==> src/rtl/run_monitor_pkg.sv <==
// Shared opcode constant and state encodings for the CPU run monitor.
package run_monitor_pkg;

  localparam logic [7:0] NOP = 8'h00;

  typedef enum logic [1:0] {
    IDLE,
    RESET_CPUS,
    RUN,
    REPORT
  } top_state_e;

  typedef enum logic [1:0] {
    ARMED,
    ACTIVE,
    HALTED,
    TIMED_OUT
  } trk_state_e;

endpackage

==> src/rtl/run_channel_tracker.sv <==
// Per-CPU tracker: waits for the program to start, detects a NOP-run halt,
// and latches the terminal-state comparison or a watchdog timeout.
module run_channel_tracker
  import run_monitor_pkg::*;
#(
  parameter int DATA_WIDTH  = 32,
  parameter int SP_WIDTH    = 16,
  parameter int HALT_CYCLES = 4
) (
  input  logic                  clk,
  input  logic                  rst,
  input  logic                  clear,
  input  logic                  run_en,
  input  logic                  timeout_hit,
  input  logic [7:0]            op_code,
  input  logic [SP_WIDTH-1:0]   top_of_stack,
  input  logic [DATA_WIDTH-1:0] stack_word,
  input  logic [SP_WIDTH-1:0]   exp_tos,
  input  logic [DATA_WIDTH-1:0] exp_word,
  input  logic                  check_word,
  output logic                  resolved,
  output logic                  chan_pass,
  output logic                  chan_timeout
);

  localparam int HW = $clog2(HALT_CYCLES + 1);

  trk_state_e    state;
  logic [HW-1:0] halt_cnt;
  logic          is_nop;
  logic          halt_now;
  logic          match;

  assign is_nop   = (op_code == NOP);
  assign halt_now = (state == ACTIVE) && is_nop && (halt_cnt == HW'(HALT_CYCLES - 1));
  assign match    = (top_of_stack == exp_tos) && (!check_word || (stack_word == exp_word));
  assign resolved = (state == HALTED) || (state == TIMED_OUT);

  // A halt in the same cycle as the watchdog wins, so the halt check comes first.
  always_ff @(posedge clk or negedge rst) begin
    if (!rst) begin
      state        <= ARMED;
      halt_cnt     <= '0;
      chan_pass    <= 1'b0;
      chan_timeout <= 1'b0;
    end else if (clear) begin
      state        <= ARMED;
      halt_cnt     <= '0;
      chan_pass    <= 1'b0;
      chan_timeout <= 1'b0;
    end else if (run_en) begin
      case (state)
        ARMED: begin
          if (timeout_hit) begin
            state        <= TIMED_OUT;
            chan_timeout <= 1'b1;
            chan_pass    <= 1'b0;
          end else if (!is_nop) begin
            state    <= ACTIVE;
            halt_cnt <= '0;
          end
        end
        ACTIVE: begin
          if (halt_now) begin
            state     <= HALTED;
            chan_pass <= match;
          end else if (timeout_hit) begin
            state        <= TIMED_OUT;
            chan_timeout <= 1'b1;
            chan_pass    <= 1'b0;
          end else if (is_nop) begin
            halt_cnt <= halt_cnt + HW'(1);
          end else begin
            halt_cnt <= '0;
          end
        end
        default: ;
      endcase
    end
  end

endmodule

==> src/rtl/cpu_run_monitor.sv <==
// Supervisor that resets a CPU bank, watches every instance run to a halt or
// watchdog timeout, and reports per-channel and aggregate pass/fail.
module cpu_run_monitor
  import run_monitor_pkg::*;
#(
  parameter int CHANNELS    = 6,
  parameter int DATA_WIDTH  = 32,
  parameter int SP_WIDTH    = 16,
  parameter int TIMEOUT     = 1024,
  parameter int HALT_CYCLES = 4,
  parameter int RST_CYCLES  = 2
) (
  input  logic                             clk,
  input  logic                             rst,
  input  logic                             start,
  input  logic [CHANNELS*8-1:0]            op_code,
  input  logic [CHANNELS*SP_WIDTH-1:0]     top_of_stack,
  input  logic [CHANNELS*DATA_WIDTH-1:0]   stack_word,
  input  logic [CHANNELS*SP_WIDTH-1:0]     exp_tos,
  input  logic [CHANNELS*DATA_WIDTH-1:0]   exp_word,
  input  logic [CHANNELS-1:0]              check_word,
  output logic                             cpu_rst,
  output logic                             busy,
  output logic                             done,
  output logic                             pass,
  output logic [CHANNELS-1:0]              chan_pass,
  output logic [CHANNELS-1:0]              chan_timeout,
  output logic [$clog2(TIMEOUT+1)-1:0]     cycle_count
);

  localparam int CW = $clog2(TIMEOUT + 1);
  localparam int RW = $clog2(RST_CYCLES + 1);

  top_state_e          state;
  logic [RW-1:0]       rst_cnt;
  logic                start_ok;
  logic                run_en;
  logic                timeout_hit;
  logic [CHANNELS-1:0] resolved;

  assign start_ok = start && ((state == IDLE) || (state == REPORT));
  assign run_en   = (state == RUN);
  // Fires on the cycle whose increment brings cycle_count to TIMEOUT.
  assign timeout_hit = run_en && (cycle_count >= CW'(TIMEOUT - 1));

  for (genvar g = 0; g < CHANNELS; g++) begin : g_trk
    run_channel_tracker #(
      .DATA_WIDTH  (DATA_WIDTH),
      .SP_WIDTH    (SP_WIDTH),
      .HALT_CYCLES (HALT_CYCLES)
    ) u_trk (
      .clk          (clk),
      .rst          (rst),
      .clear        (start_ok),
      .run_en       (run_en),
      .timeout_hit  (timeout_hit),
      .op_code      (op_code[g*8 +: 8]),
      .top_of_stack (top_of_stack[g*SP_WIDTH +: SP_WIDTH]),
      .stack_word   (stack_word[g*DATA_WIDTH +: DATA_WIDTH]),
      .exp_tos      (exp_tos[g*SP_WIDTH +: SP_WIDTH]),
      .exp_word     (exp_word[g*DATA_WIDTH +: DATA_WIDTH]),
      .check_word   (check_word[g]),
      .resolved     (resolved[g]),
      .chan_pass    (chan_pass[g]),
      .chan_timeout (chan_timeout[g])
    );
  end

  always_ff @(posedge clk or negedge rst) begin
    if (!rst) begin
      state       <= IDLE;
      rst_cnt     <= '0;
      cpu_rst     <= 1'b0;
      busy        <= 1'b0;
      done        <= 1'b0;
      pass        <= 1'b0;
      cycle_count <= '0;
    end else begin
      case (state)
        IDLE, REPORT: begin
          if (start) begin
            state       <= RESET_CPUS;
            rst_cnt     <= '0;
            cpu_rst     <= 1'b1;
            busy        <= 1'b1;
            done        <= 1'b0;
            pass        <= 1'b0;
            cycle_count <= '0;
          end
        end
        RESET_CPUS: begin
          if (rst_cnt == RW'(RST_CYCLES - 1)) begin
            state   <= RUN;
            cpu_rst <= 1'b0;
          end else begin
            rst_cnt <= rst_cnt + RW'(1);
          end
        end
        RUN: begin
          if (cycle_count != CW'(TIMEOUT)) cycle_count <= cycle_count + CW'(1);
          if (&resolved) begin
            state <= REPORT;
            busy  <= 1'b0;
            done  <= 1'b1;
            pass  <= &chan_pass;
          end
        end
        default: state <= IDLE;
      endcase
    end
  end

endmodule

==> config.mk <==
export PLATFORM = sky130hd
export DESIGN_NAME = cpu_run_monitor
export DESIGN_NICKNAME = d
export VERILOG_FILES = /design/src/rtl/run_monitor_pkg.sv /design/src/rtl/run_channel_tracker.sv /design/src/rtl/cpu_run_monitor.sv
export SDC_FILE = /design/constraint.sdc
export NUM_CORES = 1
export LEC_CHECK = 0
export CAP_MARGIN = 10
export CORE_AREA = 2 2 254 256
export DETAILED_ROUTE_END_ITERATION = 8
export DIE_AREA = 0 0 256 258
export GPL_TIMING_DRIVEN = 0
export SKIP_LAST_GASP = 1
export SYNTH_ARGS = -nofsm -noshare
export SYNTH_HDL_FRONTEND = slang
export SYNTH_SLANG_ARGS = --single-unit
==> constraint.sdc <==
create_clock -name clk -period 4.2 [get_ports clk]
set_input_delay 0.84 -clock clk [delete_from_list [all_inputs] [get_ports clk]]
set_output_delay 0.84 -clock clk [all_outputs]
set_load 0.01 [all_outputs]
Word level (Yosys, flattened, before mapping):

Cells that the tools add are included.

* input bits: 633
* output and inout port bits: 27
* register bits after elaboration: 61

* $lt $le $gt $ge: 1
* reduce and logical (&&, ||, !) cells: 93
* equal/unequal tests: 82
* add/subtract/negate cells: 8
* mux-type cells: 165

Operators by type and width (count)
* == test 32 bit: 6
* two-way mux 3 bit: 42
* == test 16 bit: 6
* two-way mux 2 bit: 36
* != test 3 bit, second input constant: 20
* two-way mux 1 bit: 54
* zero test 8 bit: 6
* AND reduction 6 bit: 8
* one-hot mux 3 bit (2 select lines): 6
* AND reduction 3 bit: 11
* one-hot mux 1 bit (2 select lines): 16
* == test 2 bit, second input constant: 14
* one-hot mux 2 bit (2 select lines): 7
* AND reduction 4 bit: 6
* two-way mux 11 bit: 2
* one-hot mux 11 bit (2 select lines): 1
* logical AND 1 bit: 20
* != test 4 x 3 -> 1 bit, second input constant: 5
* != test 4 bit, second input constant: 5
* adder 3 x 1 -> 3 bit, second input constant: 6
* == test 3 x 2 -> 1 bit, second input constant: 6
* nonzero test 3 bit: 6
* == test 2 x 1 -> 1 bit, second input constant: 8
* zero test 2 bit: 7
* other kinds (15): 45

Depth between registers and ports, before layout:

Gate-level depths: netlist of run 1.

* depth in word-level cells: 7
* mapped depth: 8

Hierarchy:

Synthesis of run 1 repeated with hierarchy kept, for this count alone.

* cells, all modules: 779
* area total of the unflattened synthesis: 6835.3 µm²

By module, submodules not included
* run_channel_tracker: cells each 107, area an instance 933.4 µm², times used 6
* cpu_run_monitor: cells each 137, area an instance 1234.9 µm², times used 1

Least setup slack after synthesis of run 1:

OpenSTA, ideal clock, no wires.

* path type: input to register
* from: input port op_code[19]
* to: register g_trk[2].u_trk.chan_pass
* library setup time: 122 ps
* path slack: 1772 ps
* cell stages on the path: 5
* arrival time: 2307 ps
* cell sequence: or4_1 -> or4_4 -> nand2_1 -> nand2_1 -> a32o_1

* cells in the longest elaborated chain, start to end: 7

Ends and longest elaborated chain
* from (decl): RTL line cpu_run_monitor.sv:16 `input logic [CHANNELS*8-1:0] op_code,`
* zero test 8 bit: RTL line run_channel_tracker.sv:34 `assign is_nop = (op_code == NOP);`
* logical AND 1 bit (2 in series): RTL line run_channel_tracker.sv:35 `assign halt_now = (state == ACTIVE) && is_nop && (halt_cnt == HW'(HALT_CYCLES - 1));`
* two-way mux 1 bit: RTL line run_channel_tracker.sv:64 `if (halt_now) begin`
* one-hot mux 1 bit (2 select lines): RTL line run_channel_tracker.sv:52 `case (state)`
* two-way mux 1 bit: RTL line run_channel_tracker.sv:51 `end else if (run_en) begin`
* two-way mux 1 bit: RTL line run_channel_tracker.sv:46 `end else if (clear) begin`
* to (signal assigned): RTL line run_channel_tracker.sv:66 `chan_pass <= match;`
* to (decl): RTL line run_channel_tracker.sv:22 `output logic chan_pass,`

No other way between the ends. The select of a mux whose other input is x is not followed.
A chain may end at the register's enable or synchronous reset.

Worst setup path in the final report of run 1:

* from: input port start
* to: register g_trk[4].u_trk.chan_timeout

* cells in the longest elaborated chain, start to end: 3

Ends and longest elaborated chain
* from (decl): RTL line cpu_run_monitor.sv:15 `input logic start,`
* logical AND 1 bit (*): RTL line cpu_run_monitor.sv:41 `assign start_ok = start && ((state == IDLE) || (state == REPORT));`
* != test 3 bit (no line) (tied with other cells)
* AND reduction 3 bit (no line)
* to (signal assigned): RTL line run_channel_tracker.sv:50 `chan_timeout <= 1'b0;`
* to (signal assigned): RTL line run_channel_tracker.sv:56 `chan_timeout <= 1'b1;`
* to (signal assigned): RTL line run_channel_tracker.sv:69 `chan_timeout <= 1'b1;`
* to (decl): RTL line run_channel_tracker.sv:23 `output logic chan_timeout`

Mark *: on every way between the ends. The rest lies on a longest branch, timed or not.

==> results.md, run 1 <==
- In the finished design, the share of the clock period the worst path needs comes to 0.895.
- Measured along the x axis, the die boundary spans between 200 and 300 um.
- The die covers between 60,000 and 70,000 um^2.
- The power per unit of standard cell area is 156 nW/um^2.
- The first-pass detailed-route iteration total is 5.
- The pin count of the biggest net entering global routing is 62.
- The number of gates resized after cts is 0.
- No sink is reached through more buffers than the 2 on the longest clock path.
- The time the final worst path needs with I/O delays and setup is between 3 and 4 ns.
- By area the synthesized netlist is led by dfrtp_1, xor2_1, xnor2_1, nand4_1, nor4_1.
- After synthesis, the largest family of logic cells by area is XOR/XNOR gates.
- IR analysis of the VDD net gives a maximum drop of ~0.00015 V.
- Setup total negative slack on the finished layout was measured at 0 ns.
- The placed wire-length estimate after detailed placement is between 40,000 and 50,000 um.
- The number of warnings printed during yosys synthesis is 0.
- The max-capacitance violation count is 0.
- Of the total synthesized cell area, the portion taken by XOR and XNOR cells is 0.383.
- Synthesis produced a netlist whose cell count is about 770.
- The global-route wire length before repair is 63,500 um.
- The number of pins exceeding their max-slew limit in the final report is 0.
- The cell internal power dissipation is ~1.7 mW.
- The adder-cell share of the synthesized area is 0.0335.
- The final weighted congestion in routability-driven placement is 0.925.
- The cell area after technology mapping is 6720 um^2.
- Between clock sinks in the finished design, the worst skew comes to between 0.005 and 0.006 ns.
- The vias after detailed routing is approximately 8,500.
- Across every metal layer, demand over resource in global routing totals 0.136.
- The initial antenna violation count is 40.
- The tree is rooted in a clkbuf_16.
- The clock transition at the register clock pins on the worst setup and hold paths after CTS is about 0.060 ns.
- The critical setup path kind is input pin to flip-flop.
- The headroom to the max-slew limit is 0.358.
- The simple-gate area share of the yosys netlist is 0.206.
- The number of levels the H-tree was split into is 3.
- Hold repair after CTS inserted 0 buffers.
- The analysis attributes to cell leakage a power of between 5 and 6 nW.
- The vertical die dimension is around 260 um.
- The sequential group share of total power is 0.262.
- The achievable frequency is 0.266 GHz.
- The area overhead of the layout relative to synthesis is 119%.
- Yosys mapped the design onto between 50 and 60 distinct sky130hd cell types.
- The library cell contributing the largest single delay on the critical path is buf_1.
- After global routing the overflow that remains totals 0.
- The compound-gate portion of the synthesized area was 0.0879.
- Summed over all nets, the switching power comes to roughly 0.62 mW.
- The via count of the first global-routing pass is approximately 9,100.
- The proportion of synthesized chip area in sequential cells is 0.227.
- In this run, the number of DRC markers left after iteration 0 of detailed routing was approximately 450.
- The cell repeated most along the worst path is buf_1.
- In the synthesized netlist the async set-or-reset flop fraction comes to 1.00.
- The post-placement cell area is approximately 14,000 um^2.
- The worst setup path is captured at a flip-flop.
- The buffer count from post-CTS setup fixing is 0.
- For this configuration, the core starts out at a cell density of 0.106.
- The mean number of vias per cell is ~3.7.
- TritonCTS created 9 clock buffers.
- In the routed design, unresolved DRC markers number 0.
- In this run, synthesis produced a sequential element count of a little over 60.
- The arrival time reported for the critical path endpoint is between 3 and 4 ns.
- The required time of the worst setup path is around 4.4 ns.
- The post-detailed-route wirelength per cell is around 20 um.
- The kind of launch point of the worst setup path is an input pin.
- For the pin with the worst max-slew slack, the measured transition is about 0.96 ns.
- Setup repair after global routing left no endpoint under its margin.
- The most used flip-flop cell after synthesis is dfrtp_1.
- After routing the design area is about 15,000 um^2.
- The clock power share is 0.312.
- The combinational share of power is 0.427.
- The mux contribution to synthesized area is 0.0292.
- The worst path meets setup with ~0.44 ns of slack.
- The placeable core region is between 60,000 and 70,000 um^2.
- The remaining antenna violation count is 0.
- The worst setup slack before clock tree synthesis is about 0.0051 ns.
- The number of failing setup endpoints in the final timing report is 0.
- The post-synth net total is roughly 1,400.
- Wires add up to about 46,000 um.
- The count of clock tree sinks is 61.
- The clock tree from TritonCTS is yes.
- The fraction of layout cells with a size suffix above 1 is 0.0373.
- The later pin in the worst-skew pair is clocked with a latency of around 0.34 ns.
- The library cell occupying the most area in the post-synthesis netlist is dfrtp_1.
- The number of placement rows is a little over 90.
- The path class of the lowest-slack min-delay path is flip-flop to flip-flop.
- The synthesized area per cell is between 8 and 9 um^2.
- The signal on the critical path passes through clkdlybuf4s50_1 > and2_1 > buf_2 > buf_1 > buf_1 > nor2_1.
- The switching share of power is 0.269.
- Of the post-synthesis cell area, the dominant cell type holds 0.227.
- In this design, the stage delay of the slowest critical-path cell is just under 0.8 ns.
- The largest fanout on the critical path is 10.
- The number of endpoints with negative hold slack in the final report is 0.
- The number of ports placed on the die boundary is between 600 and 700.
- The count of flip-flops with a built-in enable after synthesis is 0.
- The flow ran to the end, and the final reports show no timing, DRC or antenna violations.
- The net count of the finished layout is between 2,000 and 2,500.
- During placement, the flow inserted port buffers numbering around 660.
==> power groups by stage <==
stage | Clock (mW) | Combinational (mW) | Sequential [mW]
floorplan | 0 | 0.250 | 0.609
global placement | 0 | 0.976 | 0.611
detailed placement | 0 | 0.988 | 0.612
CTS | 0.739 | 0.993 | 0.601
global route | 0.760 | 1.05 | 0.603
finish | 0.717 | 0.980 | 0.601
==> sequential cells by signal, summed over array words and instances (netlist names) <==
register,count
rst_cnt,2
cpu_rst,1
pass,1
state,2
busy,1
g_trk.u_trk.halt_cnt,18
g_trk.u_trk.chan_pass,6
g_trk.u_trk.chan_timeout,6
g_trk.u_trk.state,12
done,1
cycle_count,11
==> placed cells by master (no fill, tap or decap), types with 3 or more instances in the layout <==
cell	count
clkinv_2	3
o2111ai_1	3
diode_2	11
buf_2	3
dfrtp_1	61
or3_1	8
nand2_1	29
ha_1	18
nand3_1	17
a21oi_1	19
xnor2_1	146
or4_4	4
a31oi_1	10
nand2b_1	5
nor4_2	3
nor3_1	11
a22o_1	4
nor2_1	43
clkdlybuf4s50_1	658
nor4_1	45
o21a_1	3
nor3_2	3
o21ai_1	4
mux2_1	12
nor2b_1	7
and3_1	4
clkbuf_1	5
and2_1	3
or2_2	3
o21ai_0	22
xor2_1	148
mux2i_1	5
buf_4	15
or4_1	3
a21boi_0	3
nand4_1	47
o31ai_1	4
inv_1	25
clkbuf_16	9
==> cells in the mapped netlist (all sizes together), types with 12 or more instances <==
library cell,instances
xor2,148
xnor2,146
dfrtp,61
nor4,48
nand4,47
nor2,43
nand2,29
o21ai,26
inv,25
a21oi,19
ha,18
nand3,17
buf,16
nor3,14
mux2,13
a31oi,12
==> path summary, 6_finish.rpt <==
kind / from / end / slack, ns / cells after the start
worst max-delay path: start / g_trk[4].u_trk.chan_timeout$_DFFE_PN0P_ / 0.44 / 6
worst min-delay path: busy$_DFFE_PN0P_ / busy$_DFFE_PN0P_ / 0.49 / 1
worst max register to register: state[0]$_DFFE_PN0P_ / g_trk[4].u_trk.chan_timeout$_DFFE_PN0P_ / 0.76 / 7
worst min register to register: busy$_DFFE_PN0P_ / busy$_DFFE_PN0P_ / 0.49 / 1
max in group asynchronous: rst / g_trk[1].u_trk.halt_cnt[1]$_DFFE_PN0P_ / 3.03 / 1
min in group asynchronous: rst / cpu_rst$_DFFE_PN0P_ / 0.62 / 1
==> logic make-up after synthesis <==
logic type	Yosys count
AOI/OAI and AO/OA	90
xor gates and xnor gates	294
adders and majority gates	18
buffers and inverters	46
DFF	61
muxes	18
and+or+nand+nor	244
==> worst max-delay path, delay by kind of cell <==
kind,cells,cell delay [ns]
and+or+nand+nor,2,0.54
buffers and inverters,4,2.54
==> final cells by class <==
| class | instances | area (um^2) |
|---|---|---|
| diodes | 11 | 27.5 |
| plain buffers | 21 | 126 |
| clock buffers | 9 | 225 |
| clock inverters | 7 | 48.8 |
| fillers | 6917 | 48900 |
| inverters | 25 | 93.8 |
| multi-input cells | 664 | 4980 |
| flip-flops and latches | 61 | 1530 |
| well taps | 855 | 1070 |
| repair buffers | 662 | 6610 |
==> through the flow <==
step	hold WS, ns	std cells	utilization	total power, mW
floorplan	0.464	771	-	0.859
global placement	0.473	2285	0.226	1.59
detailed placement	0.475	2288	0.226	1.60
CTS	0.489	2304	0.231	2.33
global route	0.505	2308	0.231	2.42
finish	0.488	2315	0.231	2.30
==> metal layers <==
metal | part of all wire | wire [um] | vias to the layer above | track usage
met4 | 0.021 | 960 | 28 | 0.0312
met3 | 0.11 | 5090 | 67 | 0.0645
met1 | 0.40 | 18800 | 3842 | 0.160
li1 | - | - | 4080 | -
met5 | 0.0035 | 162 | - | 0
met2 | 0.46 | 21400 | 450 | 0.223
Power figures use the tool's default switching activity.
==> inputs of run 2 (changes only) <==
Settings changed: TNS_END_PERCENT from default to 100.
==> results of run 2 <==
Same layout as run 1: the final DEF is identical, and so are final timing and power.
==> inputs of run 3 (changes only) <==
Settings changed: CORE_AREA 2 2 254 256 to 2 2 260 262, DIE_AREA 0 0 256 258 to 0 0 262 264.
Clock period 4.2 ns to 3.27 ns, I/O delays scaled along.
==> results.md, run 3 (same netlist as run 1, synthesis figures left out) <==
- In the final routed layout, each cell accounts on average for about 21 um.
- The static leakage power is 5.34 nW.
- Setup repair after global routing left no endpoint under its margin.
- In this run the horizontal extent of the chip is between 200 and 300 um.
- The total clock buffers created by CTS is 9.
- In this run the power density over the cells is 202 nW/um^2.
- Row generation in the floorplan step produced between 90 and 100 rows.
- The clock arrives with 0.00630 ns of skew.
- The setup total negative slack is 0 ns.
- The worst reg-to-reg path cell count is 7.
- The DRC violation count after routing is 0.
- Detailed routing placed a total of between 20,000 and 25,000 um of wire on met2.
- The pin count of the biggest net entering global routing is 62.
- The arrival time reported for the critical path endpoint is 3.32 ns.
- The detailed router finished its first iteration with roughly 240 violations.
- The count of clock tree sinks is between 60 and 70.
- g_trk.u_trk.halt_cnt holds more flip-flops than any other register.
- The tightest hold path in the finished design has a slack of between 0.4 and 0.5 ns.
- In this run the remaining antenna-violating nets after routing total 0.
- The die covers a little under 70,000 um^2.
- The via count of the first global-routing pass is around 9,000.
- Across the run, the number of max-cap violations was 0.
- The area overhead of the layout relative to synthesis is 119%.
- The total instance count after detailed placement is 2,303.
- In this run the worst path has a maximum fanout of 10.
- The total routed wire length on the met1 layer is around 20,000 um.
- The die is between 200 and 300 um tall.
- The fraction of layout cells with a size suffix above 1 is 0.0367.
- Leaving out filler cells and counting taps, the final layout contains 2,322.
- The number of endpoints with negative hold slack in the final report is 0.
- The flow ran to the end, and the final reports show no timing, DRC or antenna violations.
- For this run, the total global-route usage over all layers was measured as 0.132.
- After the last flow step, the layout net total stands at around 2,100.
- The final weighted congestion in routability-driven placement is 0.924.
- The largest single stage delay on the critical path is 0.64 ns.
- The tree is rooted in a clkbuf_16.
- The tightest min-delay check is of the input pin to asynchronous set/reset pin type.
- The worst vdd rail ir drop is 0.000224 V.
- The first-pass detailed-route iteration total is 4.
- The clock tree from TritonCTS is yes.
- The register with the most flip-flops in the layout has 18 of them.
- The largest buffer count on any clock path is 2.
- The placeable core region is approximately 67,000 um^2.
- The worst path in the final design needs a cycle of 3.11 ns, including I/O delays and setup.
- The number of levels the H-tree was split into is 3.
- The largest registers in the layout are g_trk.u_trk.halt_cnt x18, g_trk.u_trk.state x12, cycle_count x11.
- The worst setup path is captured at a flip-flop.
- The number of pins exceeding their max-slew limit in the final report is 0.
- The initial antenna violation count was 30.
- 660 I/O pins were placed.
- The library cell contributing the largest single delay on the critical path is clkdlybuf4s50_1.
- The placed wire-length estimate after detailed placement is 43,400 um.
- The share of the cycle needed by the critical path after routing is 0.951.
- For this configuration, the core starts out at a cell density of 0.101.
- The uppermost layer routed is met5.
- The cell repeated most along the worst path is clkdlybuf4s15_2.
- For the worst setup path, the data required time is ~3.5 ns.
- Summed over all layers, the global routing overflow is 0.
- The total length of routed met3 wires is about 4800 um.
- The global-route wire length before repair is 63,200 um.
- The number of failing setup endpoints in the final timing report is 0.
- The critical path is of the input pin to flip-flop type.
- The library cell used most frequently in the layout, excluding fill and tap cells, is clkdlybuf4s50_1.
- The transition time of the tightest slew-check pin is slightly below 1 ns.
- The library cells used most frequently in the layout, excluding fill and tap cells, are clkdlybuf4s50_1, xor2_1, xnor2_1.
- Buffers placed on the I/O ports in this run total approximately 660.
- The headroom to the max-slew limit is 0.348.
- After clock tree synthesis, the setup repair step added 0 buffers.
- Traced cell by cell, the critical path runs through clkdlybuf4s50_1 > and2_1 > buf_4 > clkdlybuf4s15_2 > clkdlybuf4s15_2 > nor2_1.
- The clock transition at the register clock pins on the worst setup and hold paths after CTS is about 0.060 ns.
- Summed over all layers, the routed wires come to between 40,000 and 50,000 um.
- The worst setup path is launched from an input pin.
- The mean number of vias per cell is ~3.7.
- The vias after detailed routing is between 8,000 and 9,000.
- Summing internal, switching and leakage power gives 2.97 mW.
- The later pin in the worst-skew pair is clocked with a latency of approximately 0.34 ns.
- The achievable frequency is between 0.3 and 0.4 GHz.
run 3: changes by cell type in the layout (fill, tap and decap cells not counted), moves of 2 or more:
cell	change
buf_1	-2
buf_2	-2
clkdlybuf4s15_2	+2
diode_2	-8
inv_6	-2
run 3: power breakdown:
group / internal, mW / leakage (nW) / total, mW / switching (mW)
Clock: 0.517 / 0.137 / 0.932 / 0.414
Combinational: 0.879 / 4.41 / 1.26 / 0.386
Sequential: 0.761 / 0.793 / 0.773 / 0.0116
Total: 2.16 / 5.34 / 2.97 / 0.811
run 3: per-layer routing:
metal  vias to the layer above  GRT usage
li1                       4064          -
met1                      3893      0.161
met2                       479      0.218
met3                        55     0.0488
met4                        20     0.0301
met5                         -          0
run 3: final cells by class:
type	count	area (um^2)
fill	7217	51900
clock inverter	7	51.3
tap	873	1090
sequential	61	1530
clock buffer	9	225
inverter	25	93.8
buffer	21	144
antenna	3	7.51
timing repair buffer	659	6590
multi-input combinational	664	4980
run 3: path summary, 6_finish.rpt:
| check | to | from | slack (ns) |
|---|---|---|---|
| hold reg to reg | pass$_DFFE_PN0P_ | pass$_DFFE_PN0P_ | 0.49 |
| setup reg to reg | g_trk[2].u_trk.chan_timeout$_DFFE_PN0P_ | state[0]$_DFFE_PN0P_ | 0.31 |
| min in group clk | pass$_DFFE_PN0P_ | pass$_DFFE_PN0P_ | 0.49 |
| max in group asynchronous | g_trk[4].u_trk.state[0]$_DFFE_PN0P_ | rst | 2.24 |
| setup / recovery | g_trk[2].u_trk.chan_timeout$_DFFE_PN0P_ | start | 0.16 |
| hold / removal | rst_cnt[0]$_DFFE_PN0P_ | rst | 0.43 |
run 3: stage by stage:
stage	cell area, um^2	setup WS (ns)	util
after floorplan	6720	1.03	-
after global placement	14400	-0.876	0.216
after detailed placement	14400	-0.878	0.216
after CTS	14700	0.134	0.221
after global routing	14700	0.0838	0.221
final	14700	0.159	0.221
run 3: critical path, delay by kind of cell:
| family | cells | cell delay [ns] |
|---|---|---|
| buffers and inverters | 4 | 2.07 |
| and+or+nand+nor | 2 | 0.56 |
run 3: what timing repair did:
item	CTS	global route
gates resized for setup	5	0
setup endpoints to repair	10	0
hold buffers	0	0
hold endpoints to repair	0	0
==> edit 1: new RTL, flow settings as in run 1 <==
Reset style: synchronous (`rst`), changed in 2 clocked blocks.
--- a/src/rtl/run_channel_tracker.sv
+++ b/src/rtl/run_channel_tracker.sv
@@ -37,7 +37,7 @@
   assign resolved = (state == HALTED) || (state == TIMED_OUT);
 
   // A halt in the same cycle as the watchdog wins, so the halt check comes first.
-  always_ff @(posedge clk or negedge rst) begin
+  always_ff @(posedge clk) begin
     if (!rst) begin
       state        <= ARMED;
       halt_cnt     <= '0;
--- a/src/rtl/cpu_run_monitor.sv
+++ b/src/rtl/cpu_run_monitor.sv
@@ -66,7 +66,7 @@
     );
   end
 
-  always_ff @(posedge clk or negedge rst) begin
+  always_ff @(posedge clk) begin
     if (!rst) begin
       state       <= IDLE;
       rst_cnt     <= '0;
Behaviour: differs if rst is asserted again (counterexample within 4 cycles, from zero or initial values and one cycle with rst low); with rst held inactive, the same outputs for 4 cycles.
==> edit 1 against run 1 <==
- setup slack better by 460 ps
- sequential share of layout area down 1.9 points
- sequential cell count unchanged
- cell area down 2.0%
- wire length up 5.5%
- total power up 25%
- worst hold slack worse by 34 ps
- synthesized area down 5.1%
- largest power group unchanged
==> edit 1: results (changes against run 1) <==
[status]
run_status=finished clean  ; unchanged

[power_and_ir_drop]
vdd_drop_max_mv=0.1950  ; was 0.1506 mV
powerDensity_nw_per_um2=199.3  ; was 156.2 nW/um^2
p_leak_nw=5.067  ; was 5.349 nW
pg_comb_mw=1.42  ; was 0.980 mW
p_sw_mw=0.9219  ; was 0.6189 mW

[place]
dp_slack_ps=447.1  ; was 5.073 ps
place_hpwl_mm=45.50  ; was 42.15 mm

[synthesis]
synth-xor-area-share_pct=40.93  ; was 38.32%
synth_compound_area_share_pct=9.203  ; was 8.790%
synth.area.top_cells=xor2_1, dfxtp_1, xnor2_1, nor4_1, nand4_1  ; was dfrtp_1, xor2_1, xnor2_1, nand4_1, nor4_1
synthMuxAreaShare_pct=0.5102  ; was 2.924%
synth_fp_nets=1434  ; was 1422
synth_flop_cell=dfxtp_1  ; was dfrtp_1
ys_seq_area_share_pct=19.15  ; was 22.72%
synthAdderAreaFrac_pct=3.532  ; was 3.352%

[detailed_routing]
wirelength_mm=48.92  ; was 46.36 mm
met1_length_mm=19.36  ; was 18.76 mm
wl_met3_mm=5.312  ; was 5.093 mm

[setup_path]
max_stage_delay_ps=690  ; was 770 ps
ff2ff_setup_slack_ps=1110  ; was 760 ps
rr_endpoint=g_trk[3].u_trk.chan_pass$_SDFFE_PP0P_  ; was g_trk[4].u_trk.chan_timeout$_DFFE_PN0P_
slowest_stage=a21oi_2  ; was buf_1
crit_start=rst  ; was start
cp.arrival_ps=3560  ; was 3950 ps

[global_routing]
grt_first_pass_wirelength_mm=65.56  ; was 63.52 mm

[final_layout]
final_nets=2107  ; was 2095
drive_gt1_share_pct=3.696  ; was 3.727%

[timing]
worst_slew_pin_slew_ps=1091  ; was 963.7 ps
whs_ps=454.1  ; was 487.8 ps

==> edit 1: changes by cell type after synthesis, moves of 8 or more <==
cell,change
nor4_1,+24
xor2_1,+76
or3_1,+8
mux2_1,-12
a21oi_1,+21
xnor2_1,-72
o21ai_0,-9
nand2_1,+11
dfrtp_1,-61
nand4_1,-8
dfxtp_1,+61
==> edit 1: layout make-up <==
class | count | area [um^2]
diodes | 17 | 42.54
plain buffers | 24 | 150.1
clock buffers | 9 | 225.2
clock inverters | 7 | 90.09
fillers | 6914 | 49240
inverters | 20 | 75.07
multi-input cells | 678 | 4933
flip-flops and latches | 61 | 1221
well taps | 855 | 1070
repair buffers | 662 | 6606
==> edit 1: worst min-delay path, cell delays in order (launching register included) <==
cell	delay (ps)
dfxtp_1	310
nand2_1	50
a21oi_1	50
==> edit 2: new RTL, config.mk and constraints of run 1 <==
Made on the original files. `HALT_CYCLES` is set to 4 in 2 places; all go to 8.
--- a/src/rtl/run_channel_tracker.sv
+++ b/src/rtl/run_channel_tracker.sv
@@ -5,7 +5,7 @@
 #(
   parameter int DATA_WIDTH  = 32,
   parameter int SP_WIDTH    = 16,
-  parameter int HALT_CYCLES = 4
+  parameter int HALT_CYCLES = 8
 ) (
   input  logic                  clk,
   input  logic                  rst,
--- a/src/rtl/cpu_run_monitor.sv
+++ b/src/rtl/cpu_run_monitor.sv
@@ -7,7 +7,7 @@
   parameter int DATA_WIDTH  = 32,
   parameter int SP_WIDTH    = 16,
   parameter int TIMEOUT     = 1024,
-  parameter int HALT_CYCLES = 4,
+  parameter int HALT_CYCLES = 8,
   parameter int RST_CYCLES  = 2
 ) (
   input  logic                             clk,
Formal check against the unedited RTL: same outputs for any inputs over 4 cycles, from zero or initial values and one cycle with rst low; that may be too few to reach the edited logic, so the function may still have changed.
==> edit 2 against run 1 <==
- global-route usage fell by 1.1 points
- cell area rose by 2.9%
- wire length fell by 7.2%
- total power rose by 54%
- sequential cell count rose by 6
- setup slack improved by 430 ps
- cell count rose by 2.0%
- synthesized area rose by 4.8%
- count of clock-buffer cells in the layout rose by 2
- largest power group unchanged
==> edit 2: results (changes against run 1) <==
[status]
run_status=finished clean  ; unchanged

[setup_path]
reg2regPathDepth=8  ; was 7
rr_endpoint=g_trk[0].u_trk.state[1]$_DFFE_PN0P_  ; was g_trk[4].u_trk.chan_timeout$_DFFE_PN0P_
cp.arrival_ps=3550  ; was 3950 ps
max_stage_delay_ps=740  ; was 770 ps
slowest_stage=clkbuf_1  ; was buf_1
cpLargestDelayFamily=buffers and inverters  ; unchanged

[synthesis]
synth.area.top_cells=dfrtp_1, xnor2_1, xor2_1, nand4_1, nor4_1  ; was dfrtp_1, xor2_1, xnor2_1, nand4_1, nor4_1
synth-xor-area-share_pct=36.58  ; was 38.32%
synthCells=817  ; was 771
ys_seq_area_share_pct=23.82  ; was 22.72%
yosysUniqueCellTypes=66  ; was 56
synth_compound_area_share_pct=10.91  ; was 8.790%
synth_common_cells=xnor2_1, xor2_1, dfrtp_1  ; was xor2_1, xnor2_1, dfrtp_1
synth_fp_nets=1462  ; was 1422
synthAdderAreaFrac_pct=2.133  ; was 3.352%
synthMuxAreaShare_pct=1.031  ; was 2.924%

[final_layout]
final_nets=2136  ; was 2095
reg_top3=g_trk.u_trk.halt_cnt (24), g_trk.u_trk.state (12), cycle_count (11)  ; was g_trk.u_trk.halt_cnt (18), g_trk.u_trk.state (12), cycle_count (11)
drive_gt1_share_pct=3.676  ; was 3.727%

[detailed_routing]
routedWlPerCell_um=18.22  ; was 20.02 um
drtIter0Drc=420  ; was 453
wirelength_mm=43.03  ; was 46.36 mm
vias_per_cell=3.726  ; was 3.657

[power_and_ir_drop]
vdd_drop_max_mv=0.2265  ; was 0.1506 mV
p_sw_share_pct=34.17  ; was 26.93%
p_leak_nw=5.379  ; was 5.349 nW

[clock_tree]
numCtsBuffers=9  ; unchanged

[place]
dp.cells=2335  ; was 2288
dp_slack_ps=451.7  ; was 5.073 ps
place.gp.congestion=0.8655  ; was 0.9247
place_hpwl_mm=39.10  ; was 42.15 mm

[timing]
hold_violations=0  ; unchanged
fin_worst_skew_ps=11.13  ; was 5.225 ps
relSlewSlack_pct=28.55  ; was 35.75%

[global_routing]
antenna_found_initial=28  ; was 40
grt.total_usage_pct=12.45  ; was 13.56%
grt_max_degree=68  ; was 62
grt_pass1_vias=9245  ; was 9098
grt_first_pass_wirelength_mm=60.38  ; was 63.52 mm

[hold_path]
worstHoldEndpoint=g_trk[5].u_trk.halt_cnt[3]$_DFFE_PN0P_  ; was busy$_DFFE_PN0P_
hold_start=g_trk[5].u_trk.halt_cnt[3]$_DFFE_PN0P_  ; was busy$_DFFE_PN0P_

[edit 2: cell count changes in the layout (fill, tap and decap cells not counted), moves of 9 or more]
cell	delta
xnor2_1	+31
xor2_1	-31
o21ai_1	+17
mux2_1	-12
inv_1	-12
nand2_1	+9
nand4_1	+17
[edit 2: worst max path at each step]
stage | to | depth (start not counted) | slack [ps]
CTS | g_trk[2].u_trk.chan_pass$_DFFE_PN0P_ | 6 | 820
detailed placement | g_trk[2].u_trk.chan_pass$_DFFE_PN0P_ | 6 | 450
floorplan | g_trk[3].u_trk.chan_pass$_DFFE_PN0P_ | 4 | 1820
global placement | g_trk[4].u_trk.chan_pass$_DFFE_PN0P_ | 1 | -70
finish | g_trk[0].u_trk.state[1]$_DFFE_PN0P_ | 6 | 870
global route | g_trk[2].u_trk.chan_pass$_DFFE_PN0P_ | 6 | 660
[edit 2: cell families after synthesis]
family,after synthesis
and+or+nand+nor,286
AOI/OAI and AO/OA,113
xor gates and xnor gates,294
buffers and inverters,38
adders and majority gates,12
DFF,67
muxes,7
[edit 2: layer usage]
layer	wire [um]	vias to the layer above	track usage [%]
met1	15800	4039	13.54
met3	3509	55	3.769
met4	722	2	2.859
li1	-	4288	-
met5	7	-	0
met2	22990	417	23.51
[edit 2: final cells by class]
cell class | instances | area [um^2]
plain buffers | 24 | 145.1
inverters | 14 | 52.55
flip-flops and latches | 67 | 1677
clock inverters | 5 | 125.1
clock buffers | 11 | 232.7
diodes | 11 | 27.53
fillers | 6841 | 48520
well taps | 855 | 1070
multi-input cells | 712 | 5184
repair buffers | 663 | 6619
[edit 2: power groups by stage]
stage	clock network (mW)	logic, mW	registers (mW)
after floorplan	0	0.808	0.791
after global placement	0	1.79	0.793
after detailed placement	0	1.83	0.799
after CTS	0.940	1.84	0.788
after global routing	0.967	1.99	0.801
final	0.922	1.83	0.790
[edit 2: stage by stage]
step	utilization [%]	total power, mW	hold slack, ps	TNS, ps	cell area [um^2]
6_report	23.77	3.538	487.3	0	15130
5_1_grt	23.76	3.761	508.4	0	15120
4_1_cts	23.73	3.570	486.0	0	15100
3_5_place_dp	23.17	2.633	476.8	0	14750
3_3_place_gp	23.10	2.584	459.5	-4604	14710
2_1_floorplan	-	1.600	437.7	0	7039
